## src/rtl/report_collector_if.sv

```systemverilog
// report_collector_if: report inputs, flush, and the {offset, id} record stream of report_collector
interface report_collector_if #(
  parameter int NUM_REPORTS = 8,
  parameter int ID_W        = 3,
  parameter int OFFSET_W    = 32
);
  logic                   run;
  logic [NUM_REPORTS-1:0] report_in;
  logic                   flush;
  logic                   rec_valid;
  logic                   rec_ready;
  logic [OFFSET_W-1:0]    rec_offset;
  logic [ID_W-1:0]        rec_id;
  logic                   done;
  logic                   overflow;
  logic [15:0]            drop_count;
  modport master (
    input  run, report_in, flush, rec_ready,
    output rec_valid, rec_offset, rec_id, done, overflow, drop_count
  );
  modport slave (
    output run, report_in, flush, rec_ready,
    input  rec_valid, rec_offset, rec_id, done, overflow, drop_count
  );
endinterface

```

## src/rtl/report_collector.sv

```systemverilog
// report_collector: tags automaton reports with their symbol offset, queues them and
// serializes each event into {offset, id} records on a valid/ready stream.
module report_collector #(
  parameter int NUM_REPORTS = 8,
  parameter int ID_W        = 3,
  parameter int OFFSET_W    = 32,
  parameter int FIFO_DEPTH  = 16
) (
  input logic             clk,
  input logic             reset_n,
  report_collector_if.master bus
);
  localparam int AW = $clog2(FIFO_DEPTH);
  localparam int EW = OFFSET_W + NUM_REPORTS;
  typedef enum logic [1:0] {IDLE, EMIT, DONE} state_t;
  state_t                 state_q, state_d;
  logic [OFFSET_W-1:0]    sym_cnt_q, off_d_q, wofs_q, wofs_d;
  logic [NUM_REPORTS-1:0] wvec_q, wvec_d, wvec_clr;
  logic                   run_d_q, flush_pend_q, overflow_q;
  logic [15:0]            drop_q;
  logic [EW-1:0]          mem_q [FIFO_DEPTH];
  logic [AW-1:0]          rd_q, wr_q;
  logic [AW:0]            cnt_q;
  logic                   push, empty, full, take, pop, wr, drop;
  logic [EW-1:0]          ev, head;
  logic [ID_W-1:0]        id;
  assign push     = run_d_q && |bus.report_in;
  assign ev       = {off_d_q, bus.report_in};
  assign empty    = cnt_q == '0;
  assign full     = cnt_q == (AW+1)'(FIFO_DEPTH);
  // An empty FIFO lets the incoming event go straight to the work register
  assign head     = empty ? ev : mem_q[rd_q];
  assign pop      = take && !empty;
  assign wr       = push && !(take && empty) && (!full || pop);
  assign drop     = push && full && !pop;
  assign wvec_clr = wvec_q & (wvec_q - 1'b1);
  always_comb begin
    id = '0;
    for (int i = NUM_REPORTS - 1; i >= 0; i--)
      if (wvec_q[i]) id = ID_W'(i);
  end
  always_comb begin
    state_d = state_q;
    wofs_d  = wofs_q;
    wvec_d  = wvec_q;
    take    = 1'b0;
    case (state_q)
      IDLE:
        if (!empty || push) begin
          take             = 1'b1;
          {wofs_d, wvec_d} = head;
          state_d          = EMIT;
        end else if ((bus.flush || flush_pend_q) && !run_d_q) state_d = DONE;
      EMIT:
        if (bus.rec_ready) begin
          wvec_d = wvec_clr;
          if (wvec_clr == '0) begin
            if (!empty || push) begin
              take             = 1'b1;
              {wofs_d, wvec_d} = head;
            end else state_d = IDLE;
          end
        end
      default: state_d = IDLE;
    endcase
  end
  always_ff @(posedge clk or negedge reset_n) begin
    if (!reset_n) begin
      state_q      <= IDLE;
      wofs_q       <= '0;
      wvec_q       <= '0;
      sym_cnt_q    <= '0;
      off_d_q      <= '0;
      run_d_q      <= 1'b0;
      flush_pend_q <= 1'b0;
      overflow_q   <= 1'b0;
      drop_q       <= '0;
      rd_q         <= '0;
      wr_q         <= '0;
      cnt_q        <= '0;
    end else begin
      state_q      <= state_d;
      wofs_q       <= wofs_d;
      wvec_q       <= wvec_d;
      sym_cnt_q    <= (state_q == DONE) ? '0 : sym_cnt_q + OFFSET_W'(bus.run);
      off_d_q      <= sym_cnt_q;
      run_d_q      <= bus.run;
      flush_pend_q <= (state_q == DONE) ? bus.flush : flush_pend_q | bus.flush;
      overflow_q   <= overflow_q | drop;
      drop_q       <= (drop && drop_q != '1) ? drop_q + 16'd1 : drop_q;
      rd_q         <= rd_q + AW'(pop);
      wr_q         <= wr_q + AW'(wr);
      cnt_q        <= cnt_q + (AW+1)'(wr) - (AW+1)'(pop);
    end
  end
  always_ff @(posedge clk)
    if (wr) mem_q[wr_q] <= ev;
  assign bus.rec_valid  = state_q == EMIT;
  assign bus.rec_offset = wofs_q;
  assign bus.rec_id     = id;
  assign bus.done       = state_q == DONE;
  assign bus.overflow   = overflow_q;
  assign bus.drop_count = drop_q;
endmodule
```

## src/flat_wrapper.sv

```systemverilog
// flat-port wrapper written by rule: the top's interface ports become plain ports
module report_collector_flat 
#(
  parameter int NUM_REPORTS = 8,
  parameter int ID_W        = 3,
  parameter int OFFSET_W    = 32,
  parameter int FIFO_DEPTH  = 16
)
  (clk, reset_n, bus_run, bus_report_in, bus_flush, bus_rec_ready, bus_rec_valid, bus_rec_offset, bus_rec_id, bus_done, bus_overflow, bus_drop_count);
  report_collector_if #(.NUM_REPORTS(NUM_REPORTS), .ID_W(ID_W), .OFFSET_W(OFFSET_W)) bus_i ();
  input logic clk;
  input logic reset_n;
  input wire logic [$bits(bus_i.run)-1:0] bus_run;
  input wire logic [$bits(bus_i.report_in)-1:0] bus_report_in;
  input wire logic [$bits(bus_i.flush)-1:0] bus_flush;
  input wire logic [$bits(bus_i.rec_ready)-1:0] bus_rec_ready;
  output wire logic [$bits(bus_i.rec_valid)-1:0] bus_rec_valid;
  output wire logic [$bits(bus_i.rec_offset)-1:0] bus_rec_offset;
  output wire logic [$bits(bus_i.rec_id)-1:0] bus_rec_id;
  output wire logic [$bits(bus_i.done)-1:0] bus_done;
  output wire logic [$bits(bus_i.overflow)-1:0] bus_overflow;
  output wire logic [$bits(bus_i.drop_count)-1:0] bus_drop_count;
  assign bus_i.run = bus_run;
  assign bus_i.report_in = bus_report_in;
  assign bus_i.flush = bus_flush;
  assign bus_i.rec_ready = bus_rec_ready;
  assign bus_rec_valid = bus_i.rec_valid;
  assign bus_rec_offset = bus_i.rec_offset;
  assign bus_rec_id = bus_i.rec_id;
  assign bus_done = bus_i.done;
  assign bus_overflow = bus_i.overflow;
  assign bus_drop_count = bus_i.drop_count;
  report_collector #(.NUM_REPORTS(NUM_REPORTS), .ID_W(ID_W), .OFFSET_W(OFFSET_W), .FIFO_DEPTH(FIFO_DEPTH)) u_core (.clk(clk), .reset_n(reset_n), .bus(bus_i));
endmodule
```

## config.mk

```make
export PLATFORM = sky130hd
export DESIGN_NAME = report_collector_flat
export DESIGN_NICKNAME = d
export VERILOG_FILES = /design/src/rtl/report_collector_if.sv /design/src/rtl/report_collector.sv /design/src/flat_wrapper.sv
export SDC_FILE = /design/constraint.sdc
export NUM_CORES = 1
export LEC_CHECK = 0
export ABC_AREA = 1
export CAP_MARGIN = 20
export CORE_MARGIN = 2
export CORE_UTILIZATION = 40
export DETAILED_ROUTE_END_ITERATION = 10
export MAX_ROUTING_LAYER = met4
export PLACE_DENSITY = 0.52
export SETUP_SLACK_MARGIN = 0.5
export SLEW_MARGIN = 20
export SYNTH_ARGS = -nofsm -noshare
export SYNTH_HDL_FRONTEND = slang
export SYNTH_SLANG_ARGS = --single-unit
```

## constraint.sdc

```tcl
create_clock -name clk -period 6.7 [get_ports clk]
set_input_delay 1.34 -clock clk [delete_from_list [all_inputs] [get_ports clk]]
set_output_delay 1.34 -clock clk [all_outputs]
set_load 0.02 [all_outputs]
```

* Word-level counts from Yosys, hierarchy flattened
Memory sizes are Yosys's and may differ from the RTL's.
Cells that the tools add are included.
** Storage, ports and cells
- Bits in writable memories :: 640
- Memories :: 1
- Register bits after elaboration :: 138
- Logic and storage cells :: 89
- ROM bits :: 0
- Output and inout port bits :: 54
- Bits of input ports :: 13
- Bits in latches :: 0
** Operators by class
- Muxes and demuxes :: 32
- Divide/modulo/power cells :: 0
- Shift-type cells :: 0
- Add/subtract/negate cells :: 7
- Reduce and logical (&&, ||, !) cells :: 25
- Bitwise logic cells :: 3
- Multipliers :: 0
- Equality and inequality tests :: 9
- $lt $le $gt $ge :: 0
** Memory list
- u_core.mem_q :: words 16, width 40, read ports 1, clocked after memory_dff 0, write ports 1, RTL line report_collector.sv:21 : logic [EW-1:0] mem_q [FIFO_DEPTH];
** Operators with widths (count)
- 32-bit two-way mux :: 4
- 32-bit one-hot mux with 2 select lines :: 1
- 40-bit two-way mux :: 1
- 32-bit by 1-bit adder with 32-bit output :: 1
- 8-bit two-way mux :: 4
- 3-bit two-way mux :: 8
- 16-bit by 1-bit adder with 16-bit output, second input constant :: 1
- 16-bit inequality test, second input constant :: 1
- 8-bit one-hot mux with 2 select lines :: 1
- 2-bit two-way mux :: 5
- 1-bit logical AND :: 9
- 4-bit by 1-bit adder with 4-bit output :: 2
- 8-bit AND :: 1
- 8-bit zero test :: 1
- 8-bit OR reduction :: 1
- 8-bit by 1-bit subtractor with 8-bit output, second input constant :: 1
- 1-bit two-way mux :: 6
- 3-bit AND reduction :: 2
- 5-bit by 1-bit adder with 5-bit output :: 1
- 5-bit == test, second input constant :: 1
- 1-bit zero test :: 5
- 5-bit zero test :: 1
- 5-bit by 1-bit subtractor with 5-bit output :: 1
- 2-bit by 1-bit inequality test with 1-bit output, second input constant :: 2
- other kinds (11) :: 15

* Longest topological paths before layout
Gate-level depths: netlist (run 1).
- Depth after elaboration :: 13
- Gate-level depth with buffers :: 19
- Depth with buffers taken out :: 18

* Least setup slack after synthesis (run 1)
No wires, ideal clock.
- Kind :: input-to-reg
- From :: input bus_report_in[4]
- To :: memory u_core.mem_q[0][0] (netlist name), enable pin
- Data arrival time :: 4010 ps
- Buffers on the path :: 0
- Required time :: 6263 ps
- Path slack :: 2253 ps
- Setup time :: 437 ps
- Stages on the path :: 11
- Cell sequence :: nor2_1 -> nand2_1 -> o21ai_1 -> nand2_1 -> nand2_1 -> nand2_2 -> nand2_2 -> nand2_1 -> nand2_2 -> nand2_4 -> nor2_1
** Between the ends
- Longest elaborated chain between the ends :: 13
- Elaborated cells between the ends (all ways) :: 15
- Those cells by class :: mux (6); reduce/logical (9)
** RTL lines
- start: declaration :: RTL line flat_wrapper.sv:14 : input wire logic [$bits(bus_i.report_in)-1:0] bus_report_in;
- 8-bit OR reduction (*) :: RTL line report_collector.sv:27 : assign push = run_d_q && |bus.report_in;
- 1-bit logical AND (*) :: RTL line report_collector.sv:27
- 1-bit logical OR :: RTL line report_collector.sv:49, report_collector.sv:58
- 1-bit two-way mux :: RTL line report_collector.sv:49, report_collector.sv:58
- 1-bit two-way mux :: RTL line report_collector.sv:57 : if (wvec_clr == '0) begin
- 1-bit two-way mux :: RTL line report_collector.sv:55 : if (bus.rec_ready) begin
- 1-bit one-hot mux with 2 select lines :: RTL line report_collector.sv:47 : case (state_q)
- 1-bit logical AND :: RTL line report_collector.sv:34 : assign wr = push && !(take && empty) && (!full || pop);
- 1-bit zero test :: RTL line report_collector.sv:34
- 1-bit logical AND :: RTL line report_collector.sv:34
- 1-bit logical AND (*) :: RTL line report_collector.sv:34
- 1-bit two-way mux (*) :: RTL line report_collector.sv:97 : if (wr) mem_q[wr_q] <= ev;
- 1-bit two-way mux (not written as such) (*) :: RTL line report_collector.sv:97
- end: declaration :: RTL line report_collector.sv:21
Every way passes the cells marked *; elsewhere a longest branch is shown, timed or not.

* Worst setup path after layout (run 1)
- From :: input bus_report_in[0]
- To :: memory u_core.mem_q[4][39] (netlist name), enable pin
The elaborated chain is that of the path after synthesis.

==> out/metrics.yaml, run 1 <==
finalSetupTns_ns: 0
setup_viol: 0
synth.distinct_cells: 45
io_pins: 67
root_buffer: "clkbuf_16"
netlist_top_cells_area: "edfxtp_1, dfrtp_1, nor2_1"
dr.pass1.iters: 6
startpoint_type: "primary input"
cellLeakagePower_nw: 12.5
grt_usage: 0.218
drv_cap: 0
critPathArrivalTime_ns: 4.73
slowest_stage: "clkdlybuf4s50_1"
synth_top_area_frac: 0.609
antenna_left: 0
via_per_inst: 5.46
required_ns: 6.96
routedWlPerCell_um: 22.9
nNetsFinal: 2677
mostFrequentLayoutCell: "edfxtp_1"
drc: 0
critPathMaxFanout: 27
yosys_warnings: 0
synth_top_cell_by_area: "edfxtp_1"
slew_headroom: 0.305
grt-ovfl-total: 0
vias: 20552
insertion_delay_ns: 0.63
grt_pass1_vias: 20143
vdd_drop_max_mv: 0.289
antenna_found_initial: 6
worst_pin_slew_ns: 1.04
reg2reg_from: "u_core.cnt_q[2]$_DFF_PN0_"
post-dp-hpwl_um: 49700
cts_resized: 0
reg2reg_to: "u_core.mem_q[4][39]$_DFFE_PP_"
final_util: 0.465
cp_cell_sequence: "clkdlybuf4s50_1, nor2_1, nand2_1, o21ai_1, nand2_1, nand2_1, nand2_2, nand2_2, nand2_1, nand2_2, nand2_4, nor2_4, buf_4"
regToRegSetupSlack_ns: 2.53
design_area_um2: 36100
min_period_ns: 4.47
die_area_um2: 81100
outcome: "finished clean"
drtIter0Drc: 2051
synthesis.area_um2: 31500
final_layout_size_suffix_gt1_frac: 0.0855
hold_viol: 0
synthAdderAreaFrac: 0.00500
critPathLaunch: "bus_report_in[0]"
ys_seq_elements: 778
fin_skew_ns: 0.0184
clockBufferDepth: 3
place_area_um2: 33400
gp_congestion: 0.805
synth_top_family_by_area: "simple AND/OR/NAND/NOR gates"
slew_viol_final: 0
synth_fp_nets: 2629
crit_end: "u_core.mem_q[4][39]$_DFFE_PP_"
cts_hold_buffers: 0
min_from: "u_core.sym_cnt_q[3]$_DFF_PN0_"
cts_tree: "done"
end_kind: "flip-flop"
fp.dieH_um: 285
ys_seq_area_frac: 0.719
rows: 102
cts_sinks: 778
synthMuxAreaShare: 0.00286
postCtsSetupBuffers: 0
drt_wl_total_um: 86400
die_w_um: 285
synthXorXnorAreaFrac: 0.00944
portBuffers: 66
cts_buffers: 84
layout_common_cells: "edfxtp_1, nor2_1, o21ai_0"
coreArea_um2: 77700
syn_area_per_cell_um2: 12.1
synthSimpleGateAreaFrac: 0.136
worst_path_most_repeated_cell: "nand2_1"
grt_max_degree: 173
power_density_nw_per_um2: 448
synth_compound_area_frac: 0.0998
area_delta_synth_final_pct: 14.6
start_util: 0.406
rsz0062_at_grt: "no"
cp_slowest_stage_delay_ns: 0.63
fmax_ghz: 0.224
htreeDepth: 3
cts.clk_slew.worst_paths_ns: 0.06
r2r_cells: 13
syn_inst: 2604
hold_class: "flip-flop to flip-flop"
critical_path_class: "primary input to flip-flop"
grt_first_pass_wirelength_um: 130000
layout_worst_path_cycle_share: 0.667
num-fill-cells: 6935
## worst max-delay path, delay by kind of cell
kind            cells  cell delay, ns
buf+inv             2            1.15
simple gates       10            1.87
compound gates      1            0.30
## cell usage after synthesis, drive strengths merged
master / n
edfxtp: 640
nor2: 520
o21ai: 334
nand2: 304
nand3: 149
dfrtp: 138
o211ai: 109
clkbuf: 85
buf: 64
inv: 60
o221ai: 44
a21oi: 35
nor3: 23
xor2: 19
xnor2: 15
ha: 11
nand4: 11
or2: 11
mux2i: 9
nor4: 6
o22ai: 5
a31oi: 3
nand3b: 2
a21boi: 1
a311oi: 1
and3: 1
clkinv: 1
fa: 1
o21bai: 1
o221a: 1
## worst min-delay path by stage
| stage | endpoint | slack, ns | cells after the start |
|---|---|---|---|
| after floorplan | u_core.off_d_q[3]$_DFF_PN0_ | 0.35 | 0 |
| after global placement | u_core.off_d_q[3]$_DFF_PN0_ | 0.36 | 0 |
| after detailed placement | u_core.off_d_q[3]$_DFF_PN0_ | 0.38 | 0 |
| after CTS | u_core.off_d_q[3]$_DFF_PN0_ | 0.39 | 0 |
| after global routing | u_core.off_d_q[3]$_DFF_PN0_ | 0.39 | 0 |
| final | u_core.off_d_q[3]$_DFF_PN0_ | 0.38 | 0 |
## cell families (layout without fill, tap and decap cells)
logic type               Yosys count  count (layout)
AND/OR/NAND/NOR                 1027            1027
flip-flops                       778             778
AO/OA/AOI/OAI                    534             534
buffers and inverters            210             330
XOR/XNOR                          34              34
adder cells (fa/ha/maj)           12              12
multiplexers                       9               9
other                              0               1
## where the power goes
group | switching [mW] | total, mW | leakage, nW | internal (mW)
logic | 3.53 | 5.01 | 3.71 | 1.48
clock network | 1.91 | 4.65 | 1.37 | 2.74
registers | 0.537 | 6.54 | 7.39 | 6.00
total | 5.98 | 16.2 | 12.5 | 10.2
## through the flow
| stage | std cells | hold WS [ns] | power [mW] | setup WS, ns |
|---|---|---|---|---|
| finish | 3765 | 0.383 | 16.2 | 2.23 |
| global route | 3765 | 0.390 | 17.1 | 2.07 |
| CTS | 3764 | 0.388 | 16.4 | 2.29 |
| detailed placement | 3606 | 0.379 | 11.7 | 1.61 |
| global placement | 3606 | 0.362 | 11.6 | 1.62 |
| floorplan | 2604 | 0.354 | 9.72 | 2.25 |
## cell type report
class                           instances  area (um2)  area share
Timing Repair Buffer                  111        1100      0.0304
Clock inverter                         43         399      0.0110
Tap cell                             1040        1300      0.0360
Sequential cell                       778       22700       0.627
Multi-Input combinational cell       1616        8040       0.222
Antenna cell                            1        2.50   0.0000692
Inverter                               61         239     0.00661
Clock buffer                          115        2390      0.0661
## sequential cells by signal, summed over array words and instances, names as in the netlist
signal	cells
u_core.wr_q	4
u_core.sym_cnt_q	32
u_core.rd_q	4
u_core.bus.rec_offset	32
u_core.mem_q	640
u_core.state_q	2
u_core.run_d_q	1
u_core.wvec_q	8
u_core.bus.drop_count	16
u_core.bus.overflow	1
u_core.flush_pend_q	1
u_core.off_d_q	32
u_core.cnt_q	5
## routing by layer
metal / wire [um] / global-route usage
met5: 0 / -
met4: 2070 / 0.0617
met3: 4790 / 0.0306
met2: 40600 / 0.336
met1: 38900 / 0.303
No activity file was read; power rests on OpenSTA's default activity.
==> run 2, diff against run 1 <==
- clock period: 6.7 -> 4.69 ns (I/O delays scaled with it)
==> run 2 against run 1 <==
Against the previous run:
- first-iteration DRC count is 0.83% higher
- non-clock buffer count is 10 higher
- global-route usage is 0.12 points lower
==> out/metrics.yaml, run 2 (same netlist as run 1, synthesis figures left out) <==
worst_pin_slew_ns: 1.02
largest_reg_flops: 640
dr.pass1.iters: 5
r2r_cells: 12
multi_input_comb_area_um2: 8040
regArea_um2: 22700
regToRegSetupSlack_ns: 1.49
drc: 0
outcome: "finished clean"
drt_wl_total_um: 86200
coreArea_um2: 77700
io_pins: 67
slew_viol_final: 0
insertion_delay_ns: 0.64
routedWlPerCell_um: 22.9
clockBufferDepth: 3
critPathMaxFanout: 24
reg2reg_to: "u_core.mem_q[8][26]$_DFFE_PP_"
nNetsFinal: 2687
area_delta_synth_final_pct: 14.9
cellLeakagePower_nw: 12.5
end_kind: "flip-flop"
die_area_um2: 81100
cts_resized: 0
mostFrequentLayoutCell: "edfxtp_1"
slew_headroom: 0.322
cts_buffers: 84
required_ns: 5.01
min_period_ns: 3.70
post-dp-hpwl_um: 51900
critPathLaunch: "bus_report_in[1]"
grt-ovfl-total: 0
crit_end: "u_core.mem_q[8][26]$_DFFE_PP_"
cts.clk_slew.worst_paths_ns: 0.06
finalSetupTns_ns: 0
fmax_ghz: 0.270
setup_viol: 0
grt_usage: 0.217
cts_sinks: 778
hold_viol: 0
grt_max_degree: 169
num_antenna_cells: 0
gp_congestion: 0.837
drv_cap: 0
vias: 20607
antenna_found_initial: 1
layout_worst_path_cycle_share: 0.790
fin_skew_ns: 0.0312
cts_tree: "done"
final_layout_size_suffix_gt1_frac: 0.0846
root_buffer: "clkbuf_16"
layout_common_cells: "edfxtp_1, nor2_1, o21ai_0"
drtIter0Drc: 2068
grt_first_pass_wirelength_um: 129000
top_register: "u_core.mem_q"
vdd_drop_max_mv: 0.505
reg2reg_from: "u_core.wvec_q[4]$_DFFE_PN0P_"
postCtsSetupBuffers: 0
grt_pass1_vias: 20096
cts_hold_buffers: 0
num-fill-cells: 6917
antenna_left: 0
fp.dieH_um: 285
critical_path_class: "primary input to flip-flop"
via_per_inst: 5.46
rsz0062_at_grt: "no"
power_density_nw_per_um2: 638
fin_ws_ns: 0.987
startpoint_type: "primary input"
die_w_um: 285
rows: 102
start_util: 0.406
critPathArrivalTime_ns: 4.02
hold_class: "primary input to async pin"
portBuffers: 66
htreeDepth: 3
pre_cts_ws_ns: 0.285
[run 2: cell types whose count changed in the layout (fill, tap and decap cells not counted), sizes merged]
| cell | change |
|---|---|
| buf | +10 |
| bufinv | -1 |
| clkbuf | +1 |
| clkinv | +1 |
| clkinvlp | -2 |
| diode | -1 |
| inv | -2 |
[run 2: worst max-delay path, stage by stage]
cell and delay (ns):
clkdlybuf4s50_1 0.57, nor2_1 0.17, nand2_1 0.17, o21ai_1 0.23, nand2_1 0.13, nand3_2 0.11
nand2_4 0.12, nand2_2 0.10, nand2_1 0.06, nand2_2 0.07, nand2_4 0.21, nor2_4 0.78
buf_4 0.33
[run 2: how the worst min path moves through the flow]
stage | start | to | slack, ns
3_5_place_dp | u_core.sym_cnt_q[3]$_DFF_PN0_ | u_core.off_d_q[3]$_DFF_PN0_ | 0.37
6_report | reset_n | u_core.cnt_q[4]$_DFF_PN0_ | 0.34
3_3_place_gp | u_core.sym_cnt_q[0]$_DFF_PN0_ | u_core.off_d_q[0]$_DFF_PN0_ | 0.37
2_1_floorplan | u_core.sym_cnt_q[3]$_DFF_PN0_ | u_core.off_d_q[3]$_DFF_PN0_ | 0.35
4_1_cts | reset_n | u_core.cnt_q[4]$_DFF_PN0_ | 0.35
5_1_grt | reset_n | u_core.cnt_q[4]$_DFF_PN0_ | 0.40
[run 2: stage by stage]
step	util	hold slack [ns]	std cells	area, um2	power (mW)
global route	0.466	0.396	3771	36200	24.4
finish	0.466	0.345	3771	36200	23.1
floorplan	-	0.354	2604	31500	13.9
global placement	0.432	0.368	3616	33600	16.7
CTS	0.466	0.355	3771	36200	23.3
detailed placement	0.432	0.373	3616	33600	16.8
[run 2: area by class of cell]
type                    instances  share of cell area
clock buffers                 116              0.0644
clock inverters                39             0.00960
inverters                      61             0.00659
multi-input cells            1616               0.222
flip-flops and latches        778               0.626
well taps                    1040              0.0359
repair buffers                121              0.0359
[run 2: routing by layer]
| metal | wire [um] | GRT usage | vias to the layer above |
|---|---|---|---|
| li1 | - | - | 9463 |
| met1 | 40000 | 0.311 | 10415 |
| met2 | 39100 | 0.322 | 604 |
| met3 | 5270 | 0.0327 | 125 |
| met4 | 1800 | 0.0595 | 0 |
| met5 | 0 | - | - |
[run 2: power breakdown]
group | total, mW | switching (mW) | leakage [nW] | internal [mW]
registers | 9.29 | 0.717 | 7.39 | 8.58
logic | 7.34 | 5.13 | 3.79 | 2.21
clock network | 6.48 | 2.71 | 1.31 | 3.76
total | 23.1 | 8.56 | 12.5 | 14.6
